$ cat src/rtl/cp0_pkg.sv
// cp0_pkg: shared constants for coprocessor 0 and the pipeline stage registers.
//   - CP0 register indices (SR, Cause, EPC, PRId)
//   - SR / Cause field bit positions
//   - HANDLER_ADDR: exception entry point used by the stage registers on flush
//   - MIPS exception codes carried down the pipe in ExcCode
package cp0_pkg;

  localparam logic [4:0] REG_SR    = 5'd12;
  localparam logic [4:0] REG_CAUSE = 5'd13;
  localparam logic [4:0] REG_EPC   = 5'd14;
  localparam logic [4:0] REG_PRID  = 5'd15;

  // SR fields
  localparam int SR_IE_BIT = 0;
  localparam int SR_EXL_BIT = 1;
  localparam int SR_IM_LO = 10;
  localparam int SR_IM_HI = 15;

  // Cause fields
  localparam int CAUSE_EXC_LO = 2;
  localparam int CAUSE_EXC_HI = 6;
  localparam int CAUSE_IP_LO = 10;
  localparam int CAUSE_IP_HI = 15;
  localparam int CAUSE_BD_BIT = 31;

  localparam logic [31:0] HANDLER_ADDR = 32'h0000_4180;

  typedef enum logic [4:0] {
    EXC_INT     = 5'd0,
    EXC_ADEL    = 5'd4,
    EXC_ADES    = 5'd5,
    EXC_SYSCALL = 5'd8,
    EXC_RI      = 5'd10,
    EXC_OV      = 5'd12
  } exc_code_e;

  // Word-aligned EPC for the faulting instruction; a delay-slot fault
  // restarts at the branch, one word earlier (wraps modulo 2^32).
  function automatic logic [31:0] epc_of(input logic [31:0] pc, input logic bd);
    logic [31:0] aligned;
    aligned = {pc[31:2], 2'b00};
    return bd ? aligned - 32'd4 : aligned;
  endfunction

endpackage

$ cat src/rtl/cp0.sv
// cp0: coprocessor 0 at the M stage. Merges per-instruction exception
// metadata with external interrupts, raises Req (flush + redirect to the
// handler), and holds SR, Cause, EPC and PRId for mfc0/mtc0/eret.
//
// Ports:
//   clk        clock, all state changes on posedge
//   reset      synchronous, active-high; clears SR, Cause, EPC
//   A1         mfc0 read index          -> DOut (combinational)
//   A2/DIn/WE  mtc0 write index/data/enable (SR and EPC writable)
//   EXLClr     eret in M: clears SR.EXL
//   PC         M-stage PC
//   BDIn       M-stage instruction sits in a branch delay slot
//   ExcCodeIn  M-stage pending exception code, 0 = none
//   HWInt      level-sensitive interrupt lines
//   Req        take exception/interrupt this cycle (combinational)
//   EPCOut     current EPC for eret redirection
//   DOut       mfc0 read data
module cp0 #(
  parameter logic [31:0] PRID_VALUE   = 32'h0000_0007,
  parameter logic [31:0] HANDLER_ADDR = cp0_pkg::HANDLER_ADDR
) (
  input  logic        clk,
  input  logic        reset,
  input  logic [4:0]  A1,
  input  logic [4:0]  A2,
  input  logic [31:0] DIn,
  input  logic        WE,
  input  logic        EXLClr,
  input  logic [31:0] PC,
  input  logic        BDIn,
  input  logic [4:0]  ExcCodeIn,
  input  logic [5:0]  HWInt,
  output logic        Req,
  output logic [31:0] EPCOut,
  output logic [31:0] DOut
);

  import cp0_pkg::*;

  logic [5:0]  r_sr_im;
  logic        r_sr_exl;
  logic        r_sr_ie;
  logic        r_cause_bd;
  logic [5:0]  r_cause_ip;
  logic [4:0]  r_cause_exc;
  logic [31:0] r_epc;

  logic        w_int_req;
  logic        w_exc_req;
  logic        w_req;
  logic [31:0] w_sr;
  logic [31:0] w_cause;
  logic [31:0] w_dout;
  logic        w_unused_bits;

  // EXL masks both sources; interrupts additionally need IE and a matching IM bit.
  assign w_int_req = (|(HWInt & r_sr_im)) & r_sr_ie & ~r_sr_exl;
  assign w_exc_req = (ExcCodeIn != 5'd0) & ~r_sr_exl;
  assign w_req     = w_int_req | w_exc_req;

  assign w_sr    = {16'b0, r_sr_im, 8'b0, r_sr_exl, r_sr_ie};
  assign w_cause = {r_cause_bd, 15'b0, r_cause_ip, 3'b0, r_cause_exc, 2'b00};

  always_comb begin
    w_dout = 32'b0;
    case (A1)
      REG_SR:    w_dout = w_sr;
      REG_CAUSE: w_dout = w_cause;
      REG_EPC:   w_dout = r_epc;
      REG_PRID:  w_dout = PRID_VALUE;
      default:   w_dout = 32'b0;
    endcase
  end

  // Priority: reset > Req > EXLClr > WE. A write in a Req cycle is dropped so
  // the captured EPC/EXL cannot be overwritten by the faulting instruction.
  always_ff @(posedge clk) begin
    if (reset) begin
      r_sr_im     <= '0;
      r_sr_exl    <= 1'b0;
      r_sr_ie     <= 1'b0;
      r_cause_bd  <= 1'b0;
      r_cause_ip  <= '0;
      r_cause_exc <= '0;
      r_epc       <= '0;
    end else begin
      r_cause_ip <= HWInt;
      if (w_req) begin
        r_sr_exl    <= 1'b1;
        r_cause_bd  <= BDIn;
        r_cause_exc <= w_int_req ? EXC_INT : ExcCodeIn;
        r_epc       <= epc_of(PC, BDIn);
      end else if (EXLClr) begin
        r_sr_exl <= 1'b0;
      end else if (WE) begin
        case (A2)
          REG_SR: begin
            r_sr_im  <= DIn[SR_IM_HI:SR_IM_LO];
            r_sr_exl <= DIn[SR_EXL_BIT];
            r_sr_ie  <= DIn[SR_IE_BIT];
          end
          REG_EPC: r_epc <= DIn;
          default: ;
        endcase
      end
    end
  end

  assign Req    = w_req;
  assign EPCOut = r_epc;
  assign DOut   = w_dout;

  // Bits that carry no state here; HANDLER_ADDR is consumed by the stage registers.
  assign w_unused_bits = ^{DIn[31:16], DIn[9:2], HANDLER_ADDR};

endmodule

$ cat config.mk
export PLATFORM = sky130hd
export DESIGN_NAME = cp0
export DESIGN_NICKNAME = d
export VERILOG_FILES = /design/src/rtl/cp0_pkg.sv /design/src/rtl/cp0.sv
export SDC_FILE = /design/constraint.sdc
export NUM_CORES = 1
export LEC_CHECK = 0
export CORE_ASPECT_RATIO = 1.4
export CORE_UTILIZATION = 47
export CTS_CLUSTER_DIAMETER = 40
export DETAILED_ROUTE_END_ITERATION = 12
export PLACE_DENSITY = 0.93
export SKIP_CTS_REPAIR_TIMING = 1
export SYNTH_ARGS = -nofsm -noshare
export SYNTH_HDL_FRONTEND = slang
export SYNTH_SLANG_ARGS = --single-unit
$ cat constraint.sdc
create_clock -name clk -period 4 [get_ports clk]
set_input_delay 0.8 -clock clk [delete_from_list [all_inputs] [get_ports clk]]
set_output_delay 0.8 -clock clk [all_outputs]
set_load 0.02 [all_outputs]
# == Yosys cells after proc, flatten, opt, wreduce, memory -nomap -nowiden ==
# Index checks and enable logic that the tools add are counted.
# word_totals
elab_cells,43
inputBits,90
output_inout_bits,65
reg_bits,52
# op_classes
n_eq_ne,7
n_mux,11
n_addsub,1
n_bitwise,8
reduce_logical,9
# op_table
operator,count
$mux 32,5
$pmux 32 s4,1
$sub 32x3->32 const B,1
$eq 5x4->1 const B,6
$and 6x6->6,1
$reduce_bool 3->1,2
$reduce_or 6->1,1
$mux 5,1
$reduce_bool 5->1,1
$mux 1,4
$reduce_and 4->1,1
$reduce_bool 2->1,2
$and 1x1->1,3
$not 1->1,3
$reduce_and 3->1,1
$ne 2x1->1 const B,1
$reduce_and 2->1,1
$or 1x1->1,1

# == Longest topological paths before layout ==
# Gate-level depths: netlist (run 1).
# depth
word_depth,7
ltp_mapped,7

# == Least setup slack after synthesis (run 1) ==
# No wires, ideal clock.
# synth_path
kind,input to output
start,in HWInt[2]
end,out Req
required_time_ns,3.200
stages,5
slack_ns,1.231
t_arrival_ns,1.969
path_cell_list,a22o_1 o311a_4 nor2_2 inv_1 clkbuf_1
# synth_between
elab_chain_cells,5
# synth_lines
element,line_no,source
start: declaration,cp0.sv:32,"input logic [5:0] HWInt,"
$and 6x6->6,cp0.sv:57,assign w_int_req = (|(HWInt & r_sr_im)) & r_sr_ie & ~r_sr_exl;
$reduce_or 6->1,cp0.sv:57,
$and 1x1->1 (2 in series),cp0.sv:57,
$or 1x1->1,cp0.sv:59,assign w_req = w_int_req | w_exc_req;
end: declaration,cp0.sv:33,"output logic Req,"
# No other way between the ends.

# == Worst setup path in the final report (run 1) ==
# Same ends and word-level chain as after synthesis.

==> impl_results.md, run 1 <==
- Mapped Avg Cell Area: about 8.2 sq um
- Top-level I/O count: 155
- Max Root-Sink Buffers: 2
- Clk slew on worst S/H paths: 80 ps
- Hold_ws: 483.6 ps
- Number of flops mapped to enable cells by yosys: 0
- Gr ovfl total: 0
- Maximum vdd drop: roughly 180 uV
- FMAX: around 280 MHz
- Worst reg-to-reg setup slack: 1830 ps
- Netlist cell types: 56
- Leading post-synthesis cells by cell area: dfxtp_1, mux2i_1, o31ai_1
- Final Hold Viols: 0
- Finished Cell Area: about 5300 sq um
- Routed Antenna Nets: 0
- Most frequent cell on the critical path: clkdlybuf4s50_1
- Total track usage: between 30% and 40%
- First-pass GRT wire length: around 20,000 microns
- Vias per inst: 6.399
- Least-Margin Pin Slew: 953.2 ps
- Final Wtd Congestion: between 0.9 and 1
- CP startpoint: HWInt[2]
- Fin crit share: 89.07%
- TNS Setup: 0 ps
- Largest area contributor in the netlist: dfxtp_1
- Clk sinks: 52
- Setup crit end: Req
- Fillcell total: ~580
- Slowest cell on the critical path: clkdlybuf4s50_1
- Cells after Synth: 442
- Final setup violation count: 0
- Lkg Pwr: about 1.8 nW
- Cell area after synthesis: about 3600 sq um
- Worst-skew pair later-pin latency: 310 ps
- Antenna cells: 0
- Warnings from Yosys: 0
- Worst Setup End Kind: output pin
- Die X: between 70 and 80 microns
- Async SR Flop Fraction: 0%
- Length of the first detailed-routing pass in iterations: 7
- Worst EP arrival: about 2800 ps
- Synth-to-layout area growth: 47.49%
- RSZ-0062 raised after global routing: no
- DR iter-0 viols: roughly 370
- Layout cells sized above 1: 6.724%
- Net count, final: about 670
- Syn Nets: ~530
- Final Slew Violations: 0
- Post-synth top area share: 28.84%
- CTS HTree Levels: 2
- DIE AREA: around 8000 sq um
- Pin count of the biggest net entering global routing: 46
- Critical path type: in -> out
- Vias in the first global route: between 4,000 and 5,000
- Final wirelength: 12,980 microns
- Via count: about 4,300
- Final Skew: approximately 8.6 ps
- Yosys reg bits: between 50 and 60
- Die Span Y: between 100 and 150 microns
- Drt drc: 0
- CTS Root Cell: clkbuf_8
- Core ar.: between 7000 and 8000 sq um
- Multi-input logic area: ~2400 sq um
- Wirelength per Cell: between 15 and 20 microns
- CTS tree: built
- Crit-path max FO: 5
- Worst R2R End: EPCOut[22]
- Row cnt: 37
- Register area: ~1000 sq um
- Pwr per Cell Area: ~240 nW/um^2
- Status: complete, no violations
- Worst-path cell chain: clkdlybuf4s50_1 -> a22o_1 -> o311a_4 -> nor2_2 -> inv_1 -> clkdlybuf4s50_1
- CTS Buf Count: 5
- Worst hold path class: reg -> reg
- Port Buffers: 152
- Reg2Reg Depth: 5
- Sequential fraction of the synthesis area: 28.84%
- Final worst slack: approximately 440 ps
- Minimum clock period: about 3600 ps
- Worst slack, placed: around 460 ps
- RR Startpoint: r_sr_im[2]
- Max_cap viols: 0
- Initial antenna violation count: 0
- Main synth FF type: dfxtp_1
- Worst Path Required: between 3000 and 4000 ps
- HPWL after DPL: between 9000 and 10,000 microns
- Initial Util: 48.73%
- Placed Area: around 5300 sq um
- Peak per-stage delay on the critical path: around 540 ps
- Crit path launch type: primary input
- Slew headroom: between 30% and 40%
==> cell usage after synthesis, types with 2 or more instances <==
cell type,n
dfxtp_1,52
a21oi_1,22
a22o_1,3
or3_1,8
a31oi_1,14
o31a_1,2
buf_1,6
nand4b_1,3
and2_1,18
nand4_1,25
nand2_1,21
o211a_1,3
a22oi_1,5
inv_1,8
xnor2_1,2
nor4_1,8
a41o_1,14
clkbuf_1,28
nor4_4,2
and4_1,3
nor3_1,7
or3b_2,2
nor2_1,27
mux2i_1,27
xor2_1,4
or4_1,12
o21ai_0,12
a21o_1,2
a211oi_1,20
nor2b_1,10
buf_2,3
nor3_2,3
o31ai_1,28
nand3_1,15
nand2b_1,2
==> critical path, delay by kind of cell <==
kind                   cells  cell delay, ps
AO/OA/AOI/OAI              2             760
buffers and inverters      3            1060
AND/OR/NAND/NOR            1             130
==> layout make-up <==
class                   count  area share [%]
flip-flops and latches     52           19.55
well taps                  97           2.280
repair buffers            171           31.26
multi-input cells         344           45.05
clock buffers               5           1.293
inverters                   8          0.5640
==> routing by layer <==
layer | track usage (%) | wire [microns]
met3 | 5.022 | 983
met5 | 0 | 0
met4 | 18.13 | 586
met1 | 33.74 | 4801
met2 | 57.79 | 6610
==> layout by cell type, fill, tap and decap left out, types with 7 or more instances in the layout <==
master / synthesis / routed
a31oi_1: 14 / 14
nor2b_1: 10 / 10
nand3_1: 15 / 15
clkdlybuf4s50_1: 0 / 152
nand4_1: 25 / 25
a41o_1: 14 / 14
mux2i_1: 27 / 27
and2_1: 18 / 18
nor2_1: 27 / 27
nor3_1: 7 / 7
inv_1: 8 / 8
buf_4: 1 / 19
a21oi_1: 22 / 22
or3_1: 8 / 8
nor4_1: 8 / 8
a211oi_1: 20 / 20
o31ai_1: 28 / 28
o21ai_0: 12 / 12
nand2_1: 21 / 21
or4_1: 12 / 12
dfxtp_1: 52 / 52
==> metrics by stage <==
step,std cells,power [mW],util (%)
floorplan,442,0.7782,-
global placement,672,0.9914,70.95
detailed placement,672,1.004,70.95
CTS,677,1.269,71.88
global route,677,1.328,71.88
finish,677,1.278,71.88
==> logic make-up (layout without fill, tap and decap cells) <==
kind of cell               count (synthesis)  in the layout  share of synthesized area [%]
DFF                                       52             52                          28.84
xor gates and xnor gates                   6              6                          1.456
AOI/OAI and AO/OA                        133            133                          27.00
and+or+nand+nor                          177            177                          29.88
buffers and inverters                     46            184                          4.991
adders and majority gates                  1              1                         0.3466
muxes                                     27             27                          7.487
==> how the worst min path moves through the flow <==
stage	start	end	cells after the start
2_1_floorplan	r_cause_exc[0]	r_cause_exc[0]	2
3_3_place_gp	r_cause_exc[1]	r_cause_exc[1]	2
3_5_place_dp	r_cause_exc[2]	r_cause_exc[2]	2
4_1_cts	r_cause_exc[2]	r_cause_exc[2]	2
5_1_grt	r_cause_exc[3]	r_cause_exc[3]	2
6_report	r_cause_exc[2]	r_cause_exc[2]	2
==> flip-flops by register name (all words and copies together), names as in the netlist <==
| register | flops |
|---|---|
| r_sr_ie | 1 |
| r_sr_exl | 1 |
| r_cause_exc | 5 |
| r_cause_bd | 1 |
| r_cause_ip | 6 |
| r_sr_im | 6 |
| EPCOut | 32 |
==> where the power goes <==
part | internal, mW | switching (mW)
logic | 0.205 | 0.209
registers | 0.555 | 0.0312
clock network | 0.113 | 0.164
Note: power is estimated with default switching activity, not from simulation.
==> run 2, diff against run 1 <==
--- a/config.mk
+++ b/config.mk
@@ -5,6 +5,7 @@
 export SDC_FILE = /design/constraint.sdc
 export NUM_CORES = 1
 export LEC_CHECK = 0
+export ABC_CLOCK_PERIOD_IN_PS = 4000
 export CORE_ASPECT_RATIO = 1.4
 export CORE_UTILIZATION = 47
 export CTS_CLUSTER_DIAMETER = 40
==> results of run 2 <==
Same layout as run 1: the final DEF is identical, and so are final timing and power.
==> run 3, diff against run 2 <==
--- a/config.mk
+++ b/config.mk
@@ -7,8 +7,9 @@
 export LEC_CHECK = 0
 export ABC_CLOCK_PERIOD_IN_PS = 4000
 export CORE_ASPECT_RATIO = 1.4
+export CORE_MARGIN = 2
 export CORE_UTILIZATION = 47
-export CTS_CLUSTER_DIAMETER = 40
+export CTS_CLUSTER_DIAMETER = 30
 export DETAILED_ROUTE_END_ITERATION = 12
 export PLACE_DENSITY = 0.93
 export SKIP_CTS_REPAIR_TIMING = 1
==> impl_results.md, run 3 (same netlist as run 1, synthesis figures left out) <==
- Worst Setup End Kind: output pin
- Length of the first detailed-routing pass in iterations: 5 (-2)
- Synth-to-layout area growth: 48.39%
- CTS Root Cell: clkbuf_8
- Pin count of the biggest net entering global routing: 23 (-50%)
- Via count: 4,390 (+1.3%)
- Max_cap viols: 0 (unchanged)
- CTS HTree Levels: 2 (unchanged)
- TNS Setup: 0 ps (unchanged)
- Final Hold Viols: 0 (unchanged)
- Final setup violation count: 0 (unchanged)
- Die X: 78.07 microns (+2.6%)
- Gr ovfl total: 0 (unchanged)
- Max reg flops: 32 (unchanged)
- Row cnt: 37 (unchanged)
- Final Wtd Congestion: 0.9061 (about the same)
- Slew headroom: 34.24% (-2.1 points)
- Hold path start: r_cause_exc[1]
- Worst-path cell chain: clkdlybuf4s50_1 -> nor2b_1 -> nor2b_1 -> buf_4 -> and2_1 -> clkdlybuf4s50_1
- Critical path type: in -> out
- Layout cells sized above 1: 7.192% (+0.47 points)
- Crit-path max FO: 15 (+10)
- RSZ-0062 raised after global routing: no
- Peak per-stage delay on the critical path: 610 ps (+70 ps)
- Worst hold path class: reg -> reg
- CTS Buf Count: 5 (unchanged)
- Worst-skew pair later-pin latency: 310 ps (about the same)
- Final worst slack: 333.4 ps (-103.7 ps)
- Antenna cells: 0 (unchanged)
- Fin crit share: 91.66% (+2.6 points)
- Pwr per Cell Area: 246.6 nW/um^2 (+2.8%)
- First-pass GRT wire length: 21,380 microns (+5.4%)
- Drt drc: 0 (unchanged)
- Most frequent cells in the layout: clkdlybuf4s50_1, dfxtp_1, o31ai_1
- Clk slew on worst S/H paths: 90 ps (about the same)
- Final wirelength: 13,540 microns (+4.3%)
- Total power: 1.321 mW (+3.4%)
- Worst EP arrival: 2870 ps (+110 ps)
- CTS tree: built
- Clk sinks: 52 (unchanged)
- Max Root-Sink Buffers: 2 (unchanged)
- Routed Antenna Nets: 0 (unchanged)
- Worst slack, placed: 380.1 ps (-83.56 ps)
- Core ar.: 7407 sq um (unchanged)
- Vias per inst: 6.446 (+0.74%)
- CP startpoint: A1[0]
- Die Span Y: 107.7 microns (+1.9%)
- Lkg Pwr: 1.786 nW (+0.76%)
- Worst Path Required: 3200 ps (about the same)
- Final Slew Violations: 0 (unchanged)
- Initial antenna violation count: 0 (unchanged)
- Initial Util: 48.73% (unchanged)
- Fillcell total: 588 (+1.2%)
- Least-Margin Pin Slew: 984.1 ps (+30.92 ps)
- Net count, final: 674 (+0.15%)
- DIE AREA: 8407 sq um (+4.6%)
- Maximum vdd drop: 182.2 uV (-1.4%)
- Port Buffers: 152 (unchanged)
- Final core occ: 72.31% (+0.44 points)
- Top-level I/O count: 155 (unchanged)
- RR Startpoint: r_sr_im[2]
- HPWL after DPL: 10,420 microns (+5.5%)
- DR iter-0 viols: 337 (-9.2%)
- Commonest non-fill, non-tap cell in the layout: clkdlybuf4s50_1
- Status: complete, no violations
- Slowest cell on the critical path: clkdlybuf4s50_1
- Wirelength per Cell: 19.88 microns (+3.7%)
- Final Skew: 11.62 ps (+2.979 ps)
- FMAX: 272.7 MHz (-2.8%)
- Crit path launch type: primary input
- Minimum clock period: 3667 ps (+103.7 ps)
- Vias in the first global route: 4,327 (+1.6%)
- Total track usage: 31.46% (about the same)
run 3: cell count changes in the layout (fill, tap and decap cells not counted), sizes merged:
| cell | before | now |
|---|---|---|
| clkbuf | 5 | 7 |
| buf | 19 | 20 |
| clkinvlp | 0 | 1 |
run 3: final timing paths:
check | to | slack, ps | depth (start not counted)
setup / recovery | DOut[26] | 330 | 6
hold / removal | r_cause_exc[1] | 470 | 2
setup reg to reg | EPCOut[27] | 1850 | 5
hold reg to reg | r_cause_exc[1] | 470 | 2
run 3: cell type report:
class	count	area, sq um	area share [%]
Clock buffer	7	86.33	1.612
Clock inverter	1	7.507	0.1402
Inverter	8	30.03	0.5606
Multi-Input combinational cell	344	2399	44.78
Sequential cell	52	1041	19.43
Tap cell	97	121.4	2.266
Timing Repair Buffer	172	1672	31.21
run 3: worst max-delay path, delay by kind of cell:
kind	cells	cell delay, ps
buf+inv	3	1410
simple gates	3	650
run 3: routing by layer:
layer | track usage, % | share of wire [%]
met1 | 36.25 | 36
met2 | 57.20 | 52
met3 | 3.440 | 7.9
met4 | 15.29 | 4.4
met5 | 0 | 0
run 3: metrics by stage:
step | area (sq um) | std cells | hold slack (ps)
after global routing | 5356 | 681 | 509.9
after floorplan | 3610 | 442 | 440.5
after CTS | 5356 | 681 | 478.4
after detailed placement | 5263 | 673 | 465.3
after global placement | 5263 | 673 | 455.0
final | 5356 | 681 | 473.4
run 3: power breakdown:
part	leakage (nW)	switching (mW)	internal [mW]
Clock	0.0445	0.175	0.141
Sequential	0.431	0.0329	0.555
Combinational	1.31	0.211	0.205
